[config.mk]
export PLATFORM = sky130hd
export DESIGN_NAME = axi_tdd_ng_frame_ctrl
export DESIGN_NICKNAME = d
export VERILOG_FILES = /design/src/rtl/axi_tdd_ng_pkg.sv /design/src/rtl/axi_tdd_ng_frame_ctrl.sv
export SDC_FILE = /design/constraint.sdc
export NUM_CORES = 1
export LEC_CHECK = 0
export CORE_MARGIN = 3
export CORE_UTILIZATION = 57
export DETAILED_ROUTE_END_ITERATION = 6
export PLACE_DENSITY = 0.88
export SLEW_MARGIN = 30
export SYNTH_ARGS = -nofsm -noshare
export SYNTH_HDL_FRONTEND = slang
export SYNTH_SLANG_ARGS = --single-unit
export TNS_END_PERCENT = 20
[constraint.sdc]
create_clock -name clk -period 5.09 [get_ports clk]
set_input_delay 0.509 -clock clk [delete_from_list [all_inputs] [get_ports clk]]
set_output_delay 0.509 -clock clk [all_outputs]
set_load 0.02 [all_outputs]
[src/rtl/axi_tdd_ng_pkg.sv]
// axi_tdd_ng_pkg: shared types for the TDD next-gen frame controller.
`default_nettype none

package axi_tdd_ng_pkg;

  typedef enum logic [1:0] {
    IDLE    = 2'd0,
    ARMED   = 2'd1,
    WAITING = 2'd2,
    RUNNING = 2'd3
  } tdd_state_t;

endpackage

`default_nettype wire

[src/rtl/axi_tdd_ng_frame_ctrl.sv]
// ------------------------------------------------------------------------
// axi_tdd_ng_frame_ctrl: sync-triggered frame sequencer (delay, L-cycle
// frames, B-frame bursts). Optional macro AXI_TDD_NG_SYNC_RESET_EN.
// Revision: 1.0
// ------------------------------------------------------------------------
`default_nettype none

module axi_tdd_ng_frame_ctrl #(
  parameter int REGISTER_WIDTH    = 32,
  parameter int BURST_COUNT_WIDTH = 32
) (
  input  logic                         clk,
  input  logic                         resetn,
  input  logic                         tdd_enable,
  input  logic                         tdd_sync,
  input  logic                         tdd_sync_rst,
  input  logic [REGISTER_WIDTH-1:0]    asy_tdd_frame_length,
  input  logic [REGISTER_WIDTH-1:0]    asy_tdd_startup_delay,
  input  logic [BURST_COUNT_WIDTH-1:0] asy_tdd_burst_count,
  output logic [1:0]                   tdd_cstate,
  output logic [REGISTER_WIDTH-1:0]    tdd_counter,
  output logic                         tdd_endof_frame,
  output logic                         tdd_running
);

  import axi_tdd_ng_pkg::*;

  localparam logic [REGISTER_WIDTH-1:0]    C_RONE = {{(REGISTER_WIDTH-1){1'b0}}, 1'b1};
  localparam logic [BURST_COUNT_WIDTH-1:0] C_BONE = {{(BURST_COUNT_WIDTH-1){1'b0}}, 1'b1};

  tdd_state_t                   state;
  logic [REGISTER_WIDTH-1:0]    counter;
  logic [BURST_COUNT_WIDTH-1:0] tally;
  logic [REGISTER_WIDTH-1:0]    frame_length;
  logic [REGISTER_WIDTH-1:0]    startup_delay;
  logic [BURST_COUNT_WIDTH-1:0] burst_count;

  logic [REGISTER_WIDTH-1:0]    frame_last;
  logic [REGISTER_WIDTH-1:0]    delay_last;
  logic [BURST_COUNT_WIDTH-1:0] burst_last;
  logic                         endof_frame;
  logic                         sync_restart;

  // L=0 wraps frame_last to all-ones, giving a full 2^W-cycle frame.
  assign frame_last  = frame_length - C_RONE;
  assign delay_last  = startup_delay - C_RONE;
  assign burst_last  = burst_count - C_BONE;
  assign endof_frame = (state == RUNNING) && (counter == frame_last);

`ifdef AXI_TDD_NG_SYNC_RESET_EN
  assign sync_restart = tdd_sync && tdd_sync_rst &&
                        ((state == WAITING) || (state == RUNNING));
`else
  logic unused_sync_rst;
  assign unused_sync_rst = tdd_sync_rst;
  assign sync_restart    = 1'b0;
`endif

  always_ff @(posedge clk or negedge resetn) begin
    if (!resetn) begin
      state         <= IDLE;
      counter       <= '0;
      tally         <= '0;
      frame_length  <= '0;
      startup_delay <= '0;
      burst_count   <= '0;
    end else if (!tdd_enable) begin
      state   <= IDLE;
      counter <= '0;
      tally   <= '0;
    end else begin
      case (state)
        IDLE: begin
          frame_length  <= asy_tdd_frame_length;
          startup_delay <= asy_tdd_startup_delay;
          burst_count   <= asy_tdd_burst_count;
          state         <= ARMED;
        end
        ARMED: begin
          if (tdd_sync) begin
            state   <= (startup_delay != '0) ? WAITING : RUNNING;
            counter <= '0;
            tally   <= '0;
          end
        end
        WAITING: begin
          if (sync_restart) begin
            state   <= (startup_delay != '0) ? WAITING : RUNNING;
            counter <= '0;
            tally   <= '0;
          end else if (counter == delay_last) begin
            state   <= RUNNING;
            counter <= '0;
          end else begin
            counter <= counter + C_RONE;
          end
        end
        RUNNING: begin
          if (sync_restart) begin
            state   <= (startup_delay != '0) ? WAITING : RUNNING;
            counter <= '0;
            tally   <= '0;
          end else if (endof_frame) begin
            counter <= '0;
            // Last frame of a finite burst re-arms for the next sync.
            if ((burst_count != '0) && (tally == burst_last)) begin
              state <= ARMED;
              tally <= '0;
            end else begin
              tally <= tally + C_BONE;
            end
          end else begin
            counter <= counter + C_RONE;
          end
        end
        default: state <= IDLE;
      endcase
    end
  end

  assign tdd_cstate      = state;
  assign tdd_counter     = counter;
  assign tdd_endof_frame = endof_frame;
  assign tdd_running     = (state == RUNNING);

endmodule

`default_nettype wire

==> results of run 1 <==
[power by group]
part | switching [mW] | total, mW | leakage (nW) | internal [mW]
clock network | 0.531 | 1.19 | 0.255 | 0.659
logic | 1.16 | 2.33 | 2.66 | 1.16
registers | 0.730 | 2.42 | 2.04 | 1.69
[worst paths after layout]
kind	slack [ns]	start	endpoint
worst max-delay path	0.56	frame_length[0]	tdd_endof_frame
worst min register to register	0.53	tally[30]	tally[30]
max in group asynchronous	3.78	resetn	tally[2]
min in group clk	0.53	tally[30]	tally[30]
worst max register to register	0.63	startup_delay[0]	tdd_counter[10]
worst min-delay path	0.07	resetn	frame_length[10]
[kinds of logic after synthesis]
group,Yosys count,share of synthesized area (%)
xor gates and xnor gates,108,8.36
DFF,162,35.8
adders and majority gates,9,0.995
buffers and inverters,115,4.32
muxes,106,10.4
AOI/OAI and AO/OA,241,15.7
and+or+nand+nor,494,24.3
[worst max-delay path: cells and delay by family, from the launching register on]
family	cells	cell delay, ns
buffers and inverters	2	0.38
adder cells (fa/ha/maj)	1	0.21
flip-flops	1	0.44
AO/OA/AOI/OAI	2	0.44
AND/OR/NAND/NOR	5	2.02
XOR/XNOR	1	0.12
[area by class of cell]
| class | count | area share (%) |
|---|---|---|
| clock buffers | 23 | 3.59 |
| clock inverters | 8 | 0.414 |
| inverters | 30 | 0.847 |
| multi-input cells | 958 | 51.2 |
| flip-flops and latches | 162 | 30.5 |
| well taps | 260 | 2.45 |
| repair buffers | 150 | 11.0 |
[synth_stat cells (23+ instances only)]
master	instances	area, um2
sky130_fd_sc_hd__o21ai_0	63	315
sky130_fd_sc_hd__nor4_1	45	282
sky130_fd_sc_hd__nor3_1	47	235
sky130_fd_sc_hd__clkbuf_1	57	214
sky130_fd_sc_hd__or3_1	23	144
sky130_fd_sc_hd__nand4_1	29	181
sky130_fd_sc_hd__xnor2_1	62	543
sky130_fd_sc_hd__mux2_2	97	1090
sky130_fd_sc_hd__or4_1	25	188
sky130_fd_sc_hd__nor2_1	65	244
sky130_fd_sc_hd__xor2_1	46	403
sky130_fd_sc_hd__dfrtp_1	162	4050
sky130_fd_sc_hd__nand3_1	51	255
sky130_fd_sc_hd__inv_1	30	113
sky130_fd_sc_hd__nand2_1	91	342
[sequential cells by signal, indices dropped and copies added (netlist names)]
| register | count |
|---|---|
| startup_delay | 32 |
| tdd_counter | 32 |
| burst_count | 32 |
| tdd_cstate | 2 |
| frame_length | 32 |
| tally | 32 |
[repair_timing]
action	CTS	global route
hold endpoints to repair	0	0
setup endpoints to repair	0	1
gates resized for setup	0	1
[routing by layer]
metal	share of wire, %	global-route usage, %	vias to the layer above
met2	46	44.3	563
met4	2.2	8.01	0
li1	-	-	4764
met3	9.0	4.50	68
met5	0	0	-
met1	43	40.0	4977
[cell usage in the layout, fill, tap and decap left out, drive strengths merged, types with 19 or more instances in the layout]
master         netlist  layout
nor2                65      65
nor2b               19      19
nor4                51      51
o21ai               71      71
and2                20      20
xor2                46      46
dfrtp              162     162
clkbuf              57      23
and3                20      20
xnor2               62      62
nor3                48      48
mux2                97      97
inv                 30      31
nand2               91      91
or3                 23      23
or4                 26      26
nand3               52      52
clkdlybuf4s50        0     133
nand4               29      29
[per-stage QoR]
step / power, mW / instances
after floorplan: 4.05 / 1235
final: 5.93 / 1591
after CTS: 5.89 / 1591
after global routing: 6.30 / 1591
after global placement: 4.55 / 1560
after detailed placement: 4.68 / 1560
==> key figures, run 1 <==
Run status
  • Result of the run: finished clean

Floorplan
  • Die W: 147 um
  • DIE HEIGHT: 147 um
  • Starting utilization of the core area: 59.3%
  • Floorplan row count: 50
  • Number of I/O pins: 137
  • Overall die area: 0.0216 mm2
  • Core footprint: 0.0191 mm2

Cells and area
  • Sequential cell area in the final layout: 0.00405 mm2
  • Proportion of layout cells with a drive suffix above 1: 13.4%
  • Utilization of the core after routing: 69.7%
  • Final-layout fill cell count: 1383
  • Count of antenna diodes in the layout: 0
  • Cell area after layout: 0.0133 mm2
  • Area Overhead vs Synth: 17.5%
  • Combined area of the multi-input logic cells: 0.00681 mm2
  • Count of nets after finishing: 1429

Place
  • HPWL reported at the end of detailed placement: 21800 um
  • Final Wtd Congestion: 0.917
  • Placement-stage cell area: 0.0127 mm2
  • Worst Setup Slack post-DPL: 0.612 ns
  • Port Buffer Count: 135

Setup path
  • Sort of element at the end of the critical path: output port
  • Required @ worst endpoint: 4.58 ns
  • Depth of the worst register-to-register path: 13
  • Path type of the worst setup path: flop to output port
  • Kind of start point of the critical path: flop
  • Crit-path slowest cell: sky130_fd_sc_hd__or4b_1
  • Highest fanout seen on the critical path: 6
  • Largest stage delay on the critical path: 0.60 ns
  • Worst-path cell chain: inv_1 -> ha_1 -> or4b_1 -> nor4_4 -> xnor2_1 -> o22a_1 -> a211oi_2 -> nand4_1 -> or4_1 -> nor4_1 -> dlymetal6s2s_1
  • Arrival time at the worst endpoint: 4.02 ns

Synthesis
  • Mean post-synth cell area: 9.17 um2
  • Number of synthesized flops with an enable pin: 0
  • Synthesized instance count: 1235
  • Post-synthesis cell type count: 87
  • Post-Syn Nets: 1345
  • Synth Cell Area: 0.0113 mm2
  • Sequential fraction of the synthesis area: 35.8%
  • Primary FF master, synth: sky130_fd_sc_hd__dfrtp_1
  • Flip-flop and latch count after synthesis: 162
  • Post-synth ARST share: 100%
  • Count of yosys warnings during synthesis: 0

CTS
  • Max Buffers Root-to-Sink: 2
  • CTS Root Cell: sky130_fd_sc_hd__clkbuf_16
  • Clock buffer count from CTS: 17
  • Max H-tree Level: 4
  • Hold buffer count at CTS: 0
  • Clock Pin Slew Worst Setup and Hold Paths: 0.06 ns
  • Setup bufs post-CTS: 0
  • CTS Sinks: 162
  • Clock tree from TritonCTS: built
  • Source-to-sink clock delay at the later pin of the worst-skew pair: 0.44 ns

STA
  • Period utilisation layout: 89.1%
  • Max-slew headroom at the worst pin: 33.5%
  • Max-slew violation total from the final report: 0
  • Worst-Margin Slew: 0.997 ns
  • Count of final hold-check violations: 0
  • RSZ-0062 raised after global routing: no
  • Tmin final: 4.53 ns
  • Total of endpoints with negative setup slack in the final report: 0
  • Hold_ws: 0.0668 ns
  • Clock skew after layout: 0.00816 ns
  • Smallest setup slack after layout: 0.557 ns
  • Setup Total Neg Slack: 0 ns
  • Timing-limited maximum frequency: 0.221 GHz

Detailed routing
  • Starting DRT DRC Count: 1203
  • Mean routed wirelength per cell: 19.2 um
  • Via count: 10400
  • Residual DRC count: 0
  • Final antenna-violating net count: 0
  • First drt pass iteration count: 7
  • Routed wire length: 30500 um
  • Post-DR vias/cell: 6.52

Pwr
  • Static leakage: 4.96 nW
  • Areal power density over the cells: 446 mW/mm2
  • Max IR drop VDD: 0.000325 V

Global routing
  • Initial antenna violation count: 0
  • Total track usage: 28.0%
  • Maximum number of pins on one net before global-route repair: 75
  • Total gr overflow: 0
  • Global-route wire length before repair: 50100 um
  • Number of global-route vias before repair: 9958

Flow run
  • Max-cap check violation count: 0

Worst hold path
  • Min-Delay Path Class: input pin to async pin
Note: power is estimated with default switching activity, not from simulation.
==> run 2: changes to the inputs <==
--- a/config.mk
+++ b/config.mk
@@ -9,7 +9,7 @@
 export CORE_UTILIZATION = 57
 export DETAILED_ROUTE_END_ITERATION = 6
 export PLACE_DENSITY = 0.88
-export SLEW_MARGIN = 30
+export SLEW_MARGIN = 15
 export SYNTH_ARGS = -nofsm -noshare
 export SYNTH_HDL_FRONTEND = slang
 export SYNTH_SLANG_ARGS = --single-unit
==> run 2 against run 1 <==
- sequential share of layout area about the same
- largest cell class unchanged
- critical path depth is the same
- sequential cell count is the same
==> key figures, run 2 (synthesis results as in run 1) <==
Run status
  • Result of the run: finished clean

STA
  • Period utilisation layout: 88.9% (-0.16 points)
  • Smallest setup slack after layout: 0.565 ns (+0.00838 ns)
  • Worst-Margin Slew: 1.05 ns (+0.0519 ns)
  • Timing-limited maximum frequency: 0.221 GHz (+0.18%)
  • Setup Total Neg Slack: 0 ns (unchanged)
  • Count of final hold-check violations: 0 (unchanged)
  • Max-slew headroom at the worst pin: 29.6% (-3.9 points)
  • Clock skew after layout: 0.00775 ns (-0.000408 ns)
  • Tmin final: 4.52 ns (-0.00838 ns)
  • Total of endpoints with negative setup slack in the final report: 0 (unchanged)
  • RSZ-0062 raised after global routing: no
  • Max-slew violation total from the final report: 0 (unchanged)

Setup path
  • Buffers plus inverters on the worst setup path: 2 (unchanged)
  • R2R Path Start: startup_delay[2]
  • Kind of start point of the critical path: flop
  • Worst-path cell chain: inv_1 -> ha_1 -> or4b_1 -> nor4_4 -> xnor2_1 -> o22a_1 -> a211oi_2 -> nand4_1 -> or4_1 -> nor4_1 -> dlymetal6s2s_1
  • Highest fanout seen on the critical path: 6 (unchanged)
  • Crit-path slowest cell: sky130_fd_sc_hd__or4b_1
  • Largest stage delay on the critical path: 0.60 ns (about the same)
  • Required @ worst endpoint: 4.58 ns (about the same)
  • Cell class contributing the biggest share of worst-path delay: simple AND/OR/NAND/NOR gates
  • Path type of the worst setup path: flop to output port
  • Arrival time at the worst endpoint: 4.02 ns (about the same)
  • Sort of element at the end of the critical path: output port
  • Worst setup path startpoint: frame_length[0]

Detailed routing
  • Routed wire length: 30600 um (+0.14%)
  • First drt pass iteration count: 6 (-1)
  • Final antenna-violating net count: 0 (unchanged)
  • Post-DR vias/cell: 6.55 (+0.40%)
  • Starting DRT DRC Count: 1142 (-5.1%)
  • Mean routed wirelength per cell: 19.2 um (+0.14%)
  • Via count: 10400 (+0.40%)
  • Residual DRC count: 0 (unchanged)

CTS
  • Source-to-sink clock delay at the later pin of the worst-skew pair: 0.43 ns (about the same)
  • Clock tree from TritonCTS: built
  • Total of cells resized after clock tree synthesis: 0 (unchanged)
  • Clock buffer count from CTS: 17 (unchanged)
  • Setup bufs post-CTS: 0 (unchanged)
  • Max H-tree Level: 4 (unchanged)
  • Max Buffers Root-to-Sink: 2 (unchanged)
  • Hold buffer count at CTS: 0 (unchanged)
  • CTS Root Cell: sky130_fd_sc_hd__clkbuf_16
  • CTS Sinks: 162 (unchanged)
  • Clock Pin Slew Worst Setup and Hold Paths: 0.06 ns (about the same)

Global routing
  • Maximum number of pins on one net before global-route repair: 75 (unchanged)
  • Total gr overflow: 0 (unchanged)
  • Number of global-route vias before repair: 9958 (unchanged)
  • Total track usage: 28.0% (unchanged)
  • Global-route wire length before repair: 50100 um (unchanged)
  • Initial antenna violation count: 0 (unchanged)

Cells and area
  • Count of antenna diodes in the layout: 0 (unchanged)
  • Area Overhead vs Synth: 17.4% (about the same)
  • Most common cell after layout, fill and taps aside: sky130_fd_sc_hd__dfrtp_1
  • Final instance count without filler cells: 1591 (unchanged)
  • Count of nets after finishing: 1429 (unchanged)
  • Most frequent cells in the layout: 162 x sky130_fd_sc_hd__dfrtp_1, 133 x sky130_fd_sc_hd__clkdlybuf4s50_1, 97 x sky130_fd_sc_hd__mux2_2
  • Utilization of the core after routing: 69.6% (about the same)
  • Proportion of layout cells with a drive suffix above 1: 13.3% (-0.075 points)

Floorplan
  • Overall die area: 0.0216 mm2 (unchanged)
  • Starting utilization of the core area: 59.3% (unchanged)
  • Die W: 147 um (unchanged)
  • Floorplan row count: 50 (unchanged)
  • Core footprint: 0.0191 mm2 (unchanged)
  • DIE HEIGHT: 147 um (unchanged)
  • Number of I/O pins: 137 (unchanged)

Place
  • Final Wtd Congestion: 0.917 (unchanged)
  • Port Buffer Count: 135 (unchanged)
  • HPWL reported at the end of detailed placement: 21800 um (unchanged)
  • Number of cells after detailed placement: 1560 (unchanged)
  • Worst Setup Slack post-DPL: 0.612 ns (unchanged)

Pwr
  • Logic gate share of total power: 39.2% (about the same)
  • Internal power component: 3.51 mW (about the same)
  • Areal power density over the cells: 446 mW/mm2 (about the same)
  • Switching fraction of total power: 40.8% (about the same)
  • Part of the total power dissipated in sequential elements: 40.8% (about the same)
  • Max IR drop VDD: 0.000321 V (-1.3%)
  • Relative contribution of the clock network to total power: 20.0% (about the same)
  • Static leakage: 4.96 nW (about the same)
  • Switching Power: 2.42 mW (-0.14%)

Worst hold path
  • Min-Delay Path Class: input pin to async pin

Flow run
  • Max-cap check violation count: 0 (unchanged)
## run 2: cell type report
cell class                 instances  area (um2)
clock buffer                      23         478
clock inverter                     8        55.1
fill                            1386        5800
inverter                          30         113
multi-input combinational        958        6790
sequential                       162        4050
tap                              260         325
timing repair buffer             150        1470
## run 2: path summary, 6_finish.rpt
path	slack [ns]	depth (start not counted)	to
worst max-delay path	0.57	11	tdd_endof_frame
worst min-delay path	0.07	1	frame_length[10]
worst max register to register	0.63	11	tdd_counter[10]
worst min register to register	0.54	1	tally[30]
max in group asynchronous	3.79	2	tally[25]
min in group clk	0.54	1	tally[30]
## run 2: power groups by stage
stage	Clock, mW	Combinational [mW]	Sequential [mW]
after floorplan	0	1.93	2.12
after global placement	0	2.19	2.36
after detailed placement	0	2.27	2.41
after CTS	1.20	2.30	2.39
after global routing	1.25	2.55	2.50
final	1.19	2.33	2.42
## run 2: layer usage
metal | wire length [um] | track usage, %
met3 | 2590 | 4.50
met4 | 682 | 8.01
met2 | 14100 | 44.3
met5 | 0 | 0
met1 | 13300 | 40.0
## run 2: per-stage QoR
| stage | hold slack, ns | power (mW) | instance area (um2) |
|---|---|---|---|
| 2_1_floorplan | 0.213 | 4.05 | 11300 |
| 5_1_grt | 0.119 | 6.30 | 13300 |
| 6_report | 0.0697 | 5.93 | 13300 |
| 3_5_place_dp | 0.522 | 4.68 | 12700 |
| 4_1_cts | 0.0969 | 5.89 | 13300 |
| 3_3_place_gp | 0.503 | 4.55 | 12700 |
